File: src/rtl/prog_mem_loader_if.sv
// Byte-stream handshake into the loader plus its one-word-per-cycle program memory write port.
interface prog_mem_loader_if #(
  parameter int ADDRESS_WIDTH      = 8,
  parameter int PROGRAM_DATA_WIDTH = 17
);
  logic [7:0]                    byte_in;
  logic                          byte_valid;
  logic                          byte_ready;
  logic                          wr_en;
  logic [ADDRESS_WIDTH-1:0]      wr_addr;
  logic [PROGRAM_DATA_WIDTH-1:0] wr_data;

  modport master (
    input  byte_in, byte_valid,
    output byte_ready, wr_en, wr_addr, wr_data
  );

  modport slave (
    output byte_in, byte_valid,
    input  byte_ready, wr_en, wr_addr, wr_data
  );
endinterface

File: src/rtl/prog_mem_loader.sv
// Assembles 3-byte MSB-first instruction words from a byte stream and writes them to program memory.
// Write strobe one cycle after the last byte of a word; byte_ready drops in the write cycle, so >= 4 cycles/word.
module prog_mem_loader #(
  parameter int ADDRESS_WIDTH      = 8,
  parameter int PROGRAM_DATA_WIDTH = 17,
  parameter int NUM_ADDRESSES      = 2**ADDRESS_WIDTH
) (
  input  logic                     clk,
  input  logic                     reset,
  input  logic                     start,
  input  logic [ADDRESS_WIDTH-1:0] load_addr,
  prog_mem_loader_if.master        bus,
  output logic                     busy,
  output logic                     done,
  output logic                     err,
  output logic [ADDRESS_WIDTH:0]   words_loaded
);
  localparam int HI_W = PROGRAM_DATA_WIDTH - 16;
  localparam int CW   = ADDRESS_WIDTH + 1;

  typedef enum logic [2:0] {IDLE, COUNT, B_HI, B_MID, B_LO, WRITE, DONE} state_t;

  state_t                   state;
  logic [ADDRESS_WIDTH-1:0] pointer;
  logic [CW-1:0]            remaining;
  logic [HI_W-1:0]          word_hi;
  logic [7:0]               word_mid;
  logic                     accept;

  assign accept = bus.byte_valid && bus.byte_ready;

  always_ff @(posedge clk) begin
    if (reset) begin
      state          <= IDLE;
      bus.byte_ready <= 1'b0;
      bus.wr_en      <= 1'b0;
      bus.wr_addr    <= '0;
      bus.wr_data    <= '0;
      busy           <= 1'b0;
      done           <= 1'b0;
      err            <= 1'b0;
      words_loaded   <= '0;
      pointer        <= '0;
      remaining      <= '0;
      word_hi        <= '0;
      word_mid       <= '0;
    end else begin
      done <= 1'b0;
      case (state)
        IDLE: if (start) begin
          state          <= COUNT;
          busy           <= 1'b1;
          err            <= 1'b0;
          words_loaded   <= '0;
          pointer        <= load_addr;
          bus.byte_ready <= 1'b1;
        end
        // A count byte of zero means a full-memory load.
        COUNT: if (accept) begin
          remaining <= (bus.byte_in == 8'd0) ? CW'(NUM_ADDRESSES) : CW'(bus.byte_in);
          state     <= B_HI;
        end
        B_HI: if (accept) begin
          if ((bus.byte_in >> HI_W) != 8'd0) begin
            err            <= 1'b1;
            busy           <= 1'b0;
            bus.byte_ready <= 1'b0;
            state          <= IDLE;
          end else begin
            word_hi <= bus.byte_in[HI_W-1:0];
            state   <= B_MID;
          end
        end
        B_MID: if (accept) begin
          word_mid <= bus.byte_in;
          state    <= B_LO;
        end
        B_LO: if (accept) begin
          bus.wr_addr    <= pointer;
          bus.wr_data    <= {word_hi, word_mid, bus.byte_in};
          bus.wr_en      <= 1'b1;
          bus.byte_ready <= 1'b0;
          state          <= WRITE;
        end
        WRITE: begin
          bus.wr_en    <= 1'b0;
          pointer      <= pointer + ADDRESS_WIDTH'(1);
          words_loaded <= words_loaded + CW'(1);
          remaining    <= remaining - CW'(1);
          if (remaining == CW'(1)) begin
            state <= DONE;
            done  <= 1'b1;
            busy  <= 1'b0;
          end else begin
            state          <= B_HI;
            bus.byte_ready <= 1'b1;
          end
        end
        DONE:    state <= IDLE;
        default: state <= IDLE;
      endcase
    end
  end
endmodule

File: src/flat_wrapper.sv
// flat-port wrapper written by rule: the top's interface ports become plain ports
module prog_mem_loader_flat 
#(
  parameter int ADDRESS_WIDTH      = 8,
  parameter int PROGRAM_DATA_WIDTH = 17,
  parameter int NUM_ADDRESSES      = 2**ADDRESS_WIDTH
)
  (clk, reset, start, load_addr, busy, done, err, words_loaded, bus_byte_in, bus_byte_valid, bus_byte_ready, bus_wr_en, bus_wr_addr, bus_wr_data);
  prog_mem_loader_if #(.ADDRESS_WIDTH(ADDRESS_WIDTH), .PROGRAM_DATA_WIDTH(PROGRAM_DATA_WIDTH)) bus_i ();
  input  logic clk;
  input  logic reset;
  input  logic start;
  input  logic [ADDRESS_WIDTH-1:0] load_addr;
  output logic busy;
  output logic done;
  output logic err;
  output logic [ADDRESS_WIDTH:0] words_loaded;
  input wire logic [$bits(bus_i.byte_in)-1:0] bus_byte_in;
  input wire logic [$bits(bus_i.byte_valid)-1:0] bus_byte_valid;
  output wire logic [$bits(bus_i.byte_ready)-1:0] bus_byte_ready;
  output wire logic [$bits(bus_i.wr_en)-1:0] bus_wr_en;
  output wire logic [$bits(bus_i.wr_addr)-1:0] bus_wr_addr;
  output wire logic [$bits(bus_i.wr_data)-1:0] bus_wr_data;
  assign bus_i.byte_in = bus_byte_in;
  assign bus_i.byte_valid = bus_byte_valid;
  assign bus_byte_ready = bus_i.byte_ready;
  assign bus_wr_en = bus_i.wr_en;
  assign bus_wr_addr = bus_i.wr_addr;
  assign bus_wr_data = bus_i.wr_data;
  prog_mem_loader #(.ADDRESS_WIDTH(ADDRESS_WIDTH), .PROGRAM_DATA_WIDTH(PROGRAM_DATA_WIDTH), .NUM_ADDRESSES(NUM_ADDRESSES)) u_core (.clk(clk), .reset(reset), .start(start), .load_addr(load_addr), .bus(bus_i), .busy(busy), .done(done), .err(err), .words_loaded(words_loaded));
endmodule
File: config.mk
export PLATFORM = sky130hd
export DESIGN_NAME = prog_mem_loader_flat
export DESIGN_NICKNAME = d
export VERILOG_FILES = /design/src/rtl/prog_mem_loader_if.sv /design/src/rtl/prog_mem_loader.sv /design/src/flat_wrapper.sv
export SDC_FILE = /design/constraint.sdc
export NUM_CORES = 1
export LEC_CHECK = 0
export ABC_AREA = 1
export BUFFER_PORTS_ARGS = -buffer_cell sky130_fd_sc_hd__buf_2
export CORE_MARGIN = 10
export CORE_UTILIZATION = 62
export CTS_BUF_LIST = sky130_fd_sc_hd__clkbuf_8
export DETAILED_ROUTE_END_ITERATION = 8
export HOLD_SLACK_MARGIN = 0.05
export PLACE_DENSITY = 0.88
export SYNTH_ARGS = -nofsm -noshare
export SYNTH_HDL_FRONTEND = slang
export SYNTH_SLANG_ARGS = --single-unit
File: constraint.sdc
create_clock -name clk -period 3.3 [get_ports clk]
set_input_delay 0.33 -clock clk [delete_from_list [all_inputs] [get_ports clk]]
set_output_delay 0.33 -clock clk [all_outputs]
set_load 0.02 [all_outputs]
# Yosys cells after proc, flatten, opt, wreduce, memory -nomap -nowiden
# Cells that the tools add are included.
op_classes:
  addsub: 3
  eq_ne: 14
  n_mux: 30
  n_bitwise: 2
  n_reduce_logical: 21
op_table:
  columns: ["operator", "count"]
  rows:
  - ["one-hot mux 9 bit (2 select lines)", 2]
  - ["2-to-1 mux 9 bit", 3]
  - ["2-to-1 mux 3 bit", 6]
  - ["one-hot mux 3 bit (6 select lines)", 1]
  - ["one-hot mux 8 bit (2 select lines)", 1]
  - ["inequality test 2 x 1 -> 1 bit (second input constant)", 6]
  - ["2-to-1 mux 1 bit", 11]
  - ["AND reduction 2 bit", 5]
  - ["AND reduction 5 bit", 2]
  - ["adder 9 x 1 -> 9 bit (second input constant)", 1]
  - ["equality test 9 x 1 -> 1 bit (second input constant)", 1]
  - ["subtractor 9 x 1 -> 9 bit (second input constant)", 1]
  - ["adder 8 x 1 -> 8 bit (second input constant)", 1]
  - ["logical NOT 8 bit", 1]
  - ["2-to-1 mux 8 bit", 1]
  - ["nonzero test 2 bit", 4]
  - ["nonzero test 8 bit", 1]
  - ["equality test 3 x 2 -> 1 bit (second input constant)", 2]
  - ["equality test 3 bit (second input constant)", 2]
  - ["AND reduction 6 bit", 1]
  - ["inequality test 2 bit (second input constant)", 2]
  - ["one-hot mux 1 bit (2 select lines)", 2]
  - ["one-hot mux 1 bit (4 select lines)", 1]
  - ["AND reduction 4 bit", 1]
  - ["other kinds (10)", 11]
totals:
  register_bits: 68
  out_inout_bits: 39

# Logic depth before layout (Yosys ltp)
logic_depth:
  depth_word: 4
  mapped_depth: 10
  depth_no_buf: 10

# Worst setup path before layout
# Ideal clock, no wire load.
synth_path:
  kind: "reg-to-reg"
  from: "register u_core.bus.byte_ready"
  to: "register u_core.bus.wr_addr[6]"
  setup_time_ns: 0.134
  arrival_ns: 1.278
  required_time_ns: 3.166
  setup_slack_ns: 1.888
  stages_incl_launch_ff: 8
  synth_period_minus_slack_ns: 1.412
  path_cell_list: "dfxtp_1 nand2_1 inv_1 buf_2 nand2_4 buf_4 nand2_1 a21oi_1"
synth_between:
  elab_chain_len: 2
synth_rtl:
  columns: ["item", "line_no", "rtl"]
  rows:
  - ["start: declaration", "prog_mem_loader_if.sv:15", "output byte_ready, wr_en, wr_addr, wr_data"]
  - ["start signal: assignment", "prog_mem_loader.sv:35", "bus.byte_ready <= 1'b0;"]
  - ["start signal: assignment", "prog_mem_loader.sv:56", "bus.byte_ready <= 1'b1;"]
  - ["start signal: assignment", "prog_mem_loader.sv:67", "bus.byte_ready <= 1'b0;"]
  - ["logical AND 1 bit", "prog_mem_loader.sv:30", "assign accept = bus.byte_valid && bus.byte_ready;"]
  - ["AND reduction 2 bit (no line)", null, null]
  - ["end signal: assignment", "prog_mem_loader.sv:79", "bus.wr_addr <= pointer;"]
  - ["end: declaration", "prog_mem_loader_if.sv:15", null]
# Every way passes these cells.
# A chain may end at the register's enable or synchronous reset.

# Worst setup path after layout
layout_path:
  from: "register u_core.state[2]"
  to: "register u_core.remaining[7]"
layout_between:
  elab_chain_len: 3
  elab_cells_between_ends: 6
  classes_between: "eq/ne (3); mux (1); reduce/logical (2)"
layout_rtl:
  columns: ["item", "line_no", "rtl"]
  rows:
  - ["start: declaration", "prog_mem_loader.sv:23", "state_t state;"]
  - ["start signal: assignment", "prog_mem_loader.sv:34", "state <= IDLE;"]
  - ["start signal: assignment", "prog_mem_loader.sv:51", "state <= COUNT;"]
  - ["start signal: assignment", "prog_mem_loader.sv:61", "state <= B_HI;"]
  - ["equality test 3 x 1 -> 1 bit / equality test 3 bit (equally long branches)", "prog_mem_loader.sv:49", "case (state)"]
  - ["inequality test 2 x 1 -> 1 bit (no line) / nonzero test 2 bit (equally long branches)", null, null]
  - ["AND reduction 2 bit (no line)", null, null]
  - ["end signal: assignment", "prog_mem_loader.sv:60", "remaining <= (bus.byte_in == 8'd0) ? CW'(NUM_ADDRESSES) : CW'(bus.byte_in);"]
  - ["end signal: assignment", "prog_mem_loader.sv:89", "remaining <= remaining - CW'(1);"]
  - ["end: declaration", "prog_mem_loader.sv:25", "logic [CW-1:0] remaining;"]
# Several ways; a longest one is shown, not always the timed one.

==> impl_metrics.yaml <==
sta:
  worst_pin_slew_ns: 0.594
  timing.fmax_mhz: 563
  period_share_pct: 53.8
  skew_ns: 0.00713
  layout_min_cycle_time_ns: 1.78
  fin_tns_setup_ns: 0
  final_max_slew_viol_count: 0
  rsz0062_at_grt: "false"
  setup_viol: 0
  relSlewSlack_pct: 60.4
  finalHoldViolations: 0
drt:
  ant_nets: 0
  viasPerCell: 5.62
  first_pass_iters: 4
  wl_um: 8160
  wl_per_cell_um: 14.3
  vias: 3213
  drc: 0
  drt_iter0_drc: 240
synthesis:
  yosys_warnings: 0
  postSynthCellCount: 446
  syn_nets: 470
  ys_seq_elements: 68
  syn_avg_cell_area_um2: 7.19
  synth.cell_area_um2: 3210
  synth_sequential_area_ratio_pct: 42.5
  synth_cell_types: 36
grt:
  track_usage_pct: 19.6
  grt_max_degree: 47
  grt_pass1_vias: 3095
  antenna_found_initial: 0
  grt_pass1_wl_um: 13900
  overflow: 0
final_layout:
  syn2layout_area_growth_pct: 14.7
  mostFrequentLayoutCell: "nand2_1"
  n_antenna_cell: 0
  final_nets: 521
  seqCellArea_um2: 1360
  layout_common_cells: "nand2_1 (94), dfxtp_1 (68), buf_2 (58)"
  drive_above_1_share_pct: 19.9
  fin_area_um2: 3680
  multi_input_area_um2: 1580
  fill_cells: 402
floorplan:
  start_util_pct: 63.2
  fp.coreArea_um2: 5070
  die_x_um: 91.9
  ios: 59
  rows: 26
  dieHeight_um: 91.9
  die_area_um2: 8450
critical_path:
  arrival_ns: 1.99
  cp_slowest_stage_delay_ns: 0.54
  cp-end-kind: "register"
  rrSetupSlack_ns: 1.52
  cpMaxStageDelayCell: "dfxtp_1"
  crit_path_start_kind: "register"
  crit_path_cell_trace: "nand3_4, inv_2, o21ai_0, nand2_1, a21oi_1"
  crit_fanout: 25
  r2r_end: "u_core.remaining[7]$_SDFFE_PP0P_"
  required_ns: 3.51
  r2r-start: "u_core.state[2]$_SDFFE_PP0P_"
  rr_worst_depth: 5
  critPathKind: "reg -> reg"
pwr:
  p_comb_share_pct: 33.5
  power.leakage_nw: 1.54
  clkPwrFrac_pct: 26.5
  internal_power_w: 0.00155
  p_total_w: 0.00259
  vdd_drop_max_uv: 410
  p_sw_share_pct: 40.2
  power_switching_w: 0.00104
  pwr-share-seq_pct: 40.0
  power_density_nw_per_um2: 703
min_path:
  hold_class: "in -> reg"
  holdPathEnd: "u_core.pointer[1]$_SDFFE_PP0P_"
  hold_depth: 3
  hold_path_startpoint: "load_addr[1]"
clocking:
  clk_latency_ns: 0.35
  numCtsBuffers: 9
  cts_hold_buf: 0
  cts_root_buf: "clkbuf_8"
  cts_buffer_depth: 2
  clk_pin_slew_worst_paths_ns: 0.07
  post_cts_resize_count: 0
  cts_tree: "built"
  h-tree-depth: 3
  post_cts_buffers: 0
  cts.sinks: 68
place:
  port_buffers: 58
  place_area_um2: 3480
  gp_congestion: 0.912
  dp_hpwl_um: 5690
status:
  status: "completed"
flow_run:
  maxCapViolCount: 0
[state kept, by name (all words and copies together), names as in the netlist]
| name | flops |
|---|---|
| u_core.bus.wr_data | 17 |
| u_core.remaining | 9 |
| u_core.words_loaded | 9 |
| u_core.bus.wr_addr | 8 |
| u_core.pointer | 8 |
| u_core.word_mid | 8 |
| u_core.state | 3 |
| u_core.bus.byte_ready | 1 |
| u_core.bus.wr_en | 1 |
| u_core.busy | 1 |
| u_core.done | 1 |
| u_core.err | 1 |
| u_core.word_hi | 1 |
[layout make-up]
type	instances	area share, %
timing repair buffer	60	8.30
multi-input combinational	320	42.9
inverter	38	3.91
sequential	68	37.0
clock inverter	6	1.73
clock buffer	10	3.74
tap	70	2.38
[power by group through the flow]
| stage | Clock (W) | Sequential, W | Combinational, W |
|---|---|---|---|
| final | 0.000686 | 0.00103 | 0.000867 |
| after global routing | 0.000722 | 0.00105 | 0.000974 |
| after CTS | 0.000694 | 0.00103 | 0.000858 |
| after detailed placement | 0 | 0.00105 | 0.000851 |
| after global placement | 0 | 0.00104 | 0.000825 |
| after floorplan | 0 | 0.00104 | 0.000689 |
[cell families after synthesis]
kind of cell | synth area share, %
adder cells (fa/ha/maj) | 1.56
AO/OA/AOI/OAI | 17.5
AND/OR/NAND/NOR | 30.2
buffers and inverters | 8.31
flip-flops | 42.5
[synthesized netlist by cell type (all sizes together)]
cell | number | share of area, %
a211oi | 2 | 0.47
nand2 | 98 | 12
nand3 | 52 | 8.5
or2 | 2 | 0.39
nand4 | 5 | 0.98
o21a | 3 | 0.70
dfxtp | 68 | 42
a21oi | 58 | 9.2
a21o | 1 | 0.23
nor4 | 1 | 0.20
o31ai | 1 | 0.23
nand3b | 1 | 0.23
inv | 37 | 4.3
and2 | 1 | 0.20
buf | 13 | 3.0
clkinv | 1 | 0.16
o221ai | 3 | 0.82
a31oi | 4 | 0.78
nor3 | 10 | 1.6
ha | 4 | 1.6
clkbuf | 7 | 0.82
o211ai | 4 | 0.94
o21ai | 26 | 4.2
nor2 | 44 | 5.9
[worst max-delay path by stage]
stage	slack, ns	depth (start not counted)	end	startpoint
global placement	1.61	5	u_core.pointer[0]$_SDFFE_PP0P_	reset
floorplan	1.89	7	u_core.bus.wr_addr[6]$_SDFFE_PP0P_	u_core.bus.byte_ready$_SDFFE_PP0P_
global route	1.38	5	u_core.pointer[3]$_SDFFE_PP0P_	u_core.state[2]$_SDFFE_PP0P_
detailed placement	1.57	5	u_core.pointer[3]$_SDFFE_PP0P_	u_core.state[2]$_SDFFE_PP0P_
finish	1.52	5	u_core.remaining[7]$_SDFFE_PP0P_	u_core.state[2]$_SDFFE_PP0P_
CTS	1.55	5	u_core.remaining[7]$_SDFFE_PP0P_	u_core.state[2]$_SDFFE_PP0P_
[metal layers]
metal | global-route usage, % | up-vias | part of all wire [%]
met1 | 22.4 | 1460 | 42
met5 | 0 | - | 0
li1 | - | 1605 | -
met3 | 4.89 | 24 | 7.0
met4 | 12.0 | 0 | 3.5
met2 | 32.5 | 124 | 47
[per-stage QoR]
step | util (%) | std cells | worst slack, ns | hold WS [ns]
after floorplan | - | 446 | 1.89 | 0.439
after global placement | 68.5 | 556 | 1.61 | 0.435
after detailed placement | 68.5 | 556 | 1.57 | 0.435
after CTS | 72.5 | 572 | 1.55 | 0.247
after global routing | 72.5 | 572 | 1.38 | 0.260
final | 72.5 | 572 | 1.52 | 0.257
[critical path, delay by kind of cell, from the launching register on]
| kind | cells | cell delay [ns] |
|---|---|---|
| flops | 1 | 0.54 |
| buf+inv | 1 | 0.43 |
| simple gates | 2 | 0.41 |
| compound gates | 2 | 0.24 |
(Power assumes the default switching activity.)
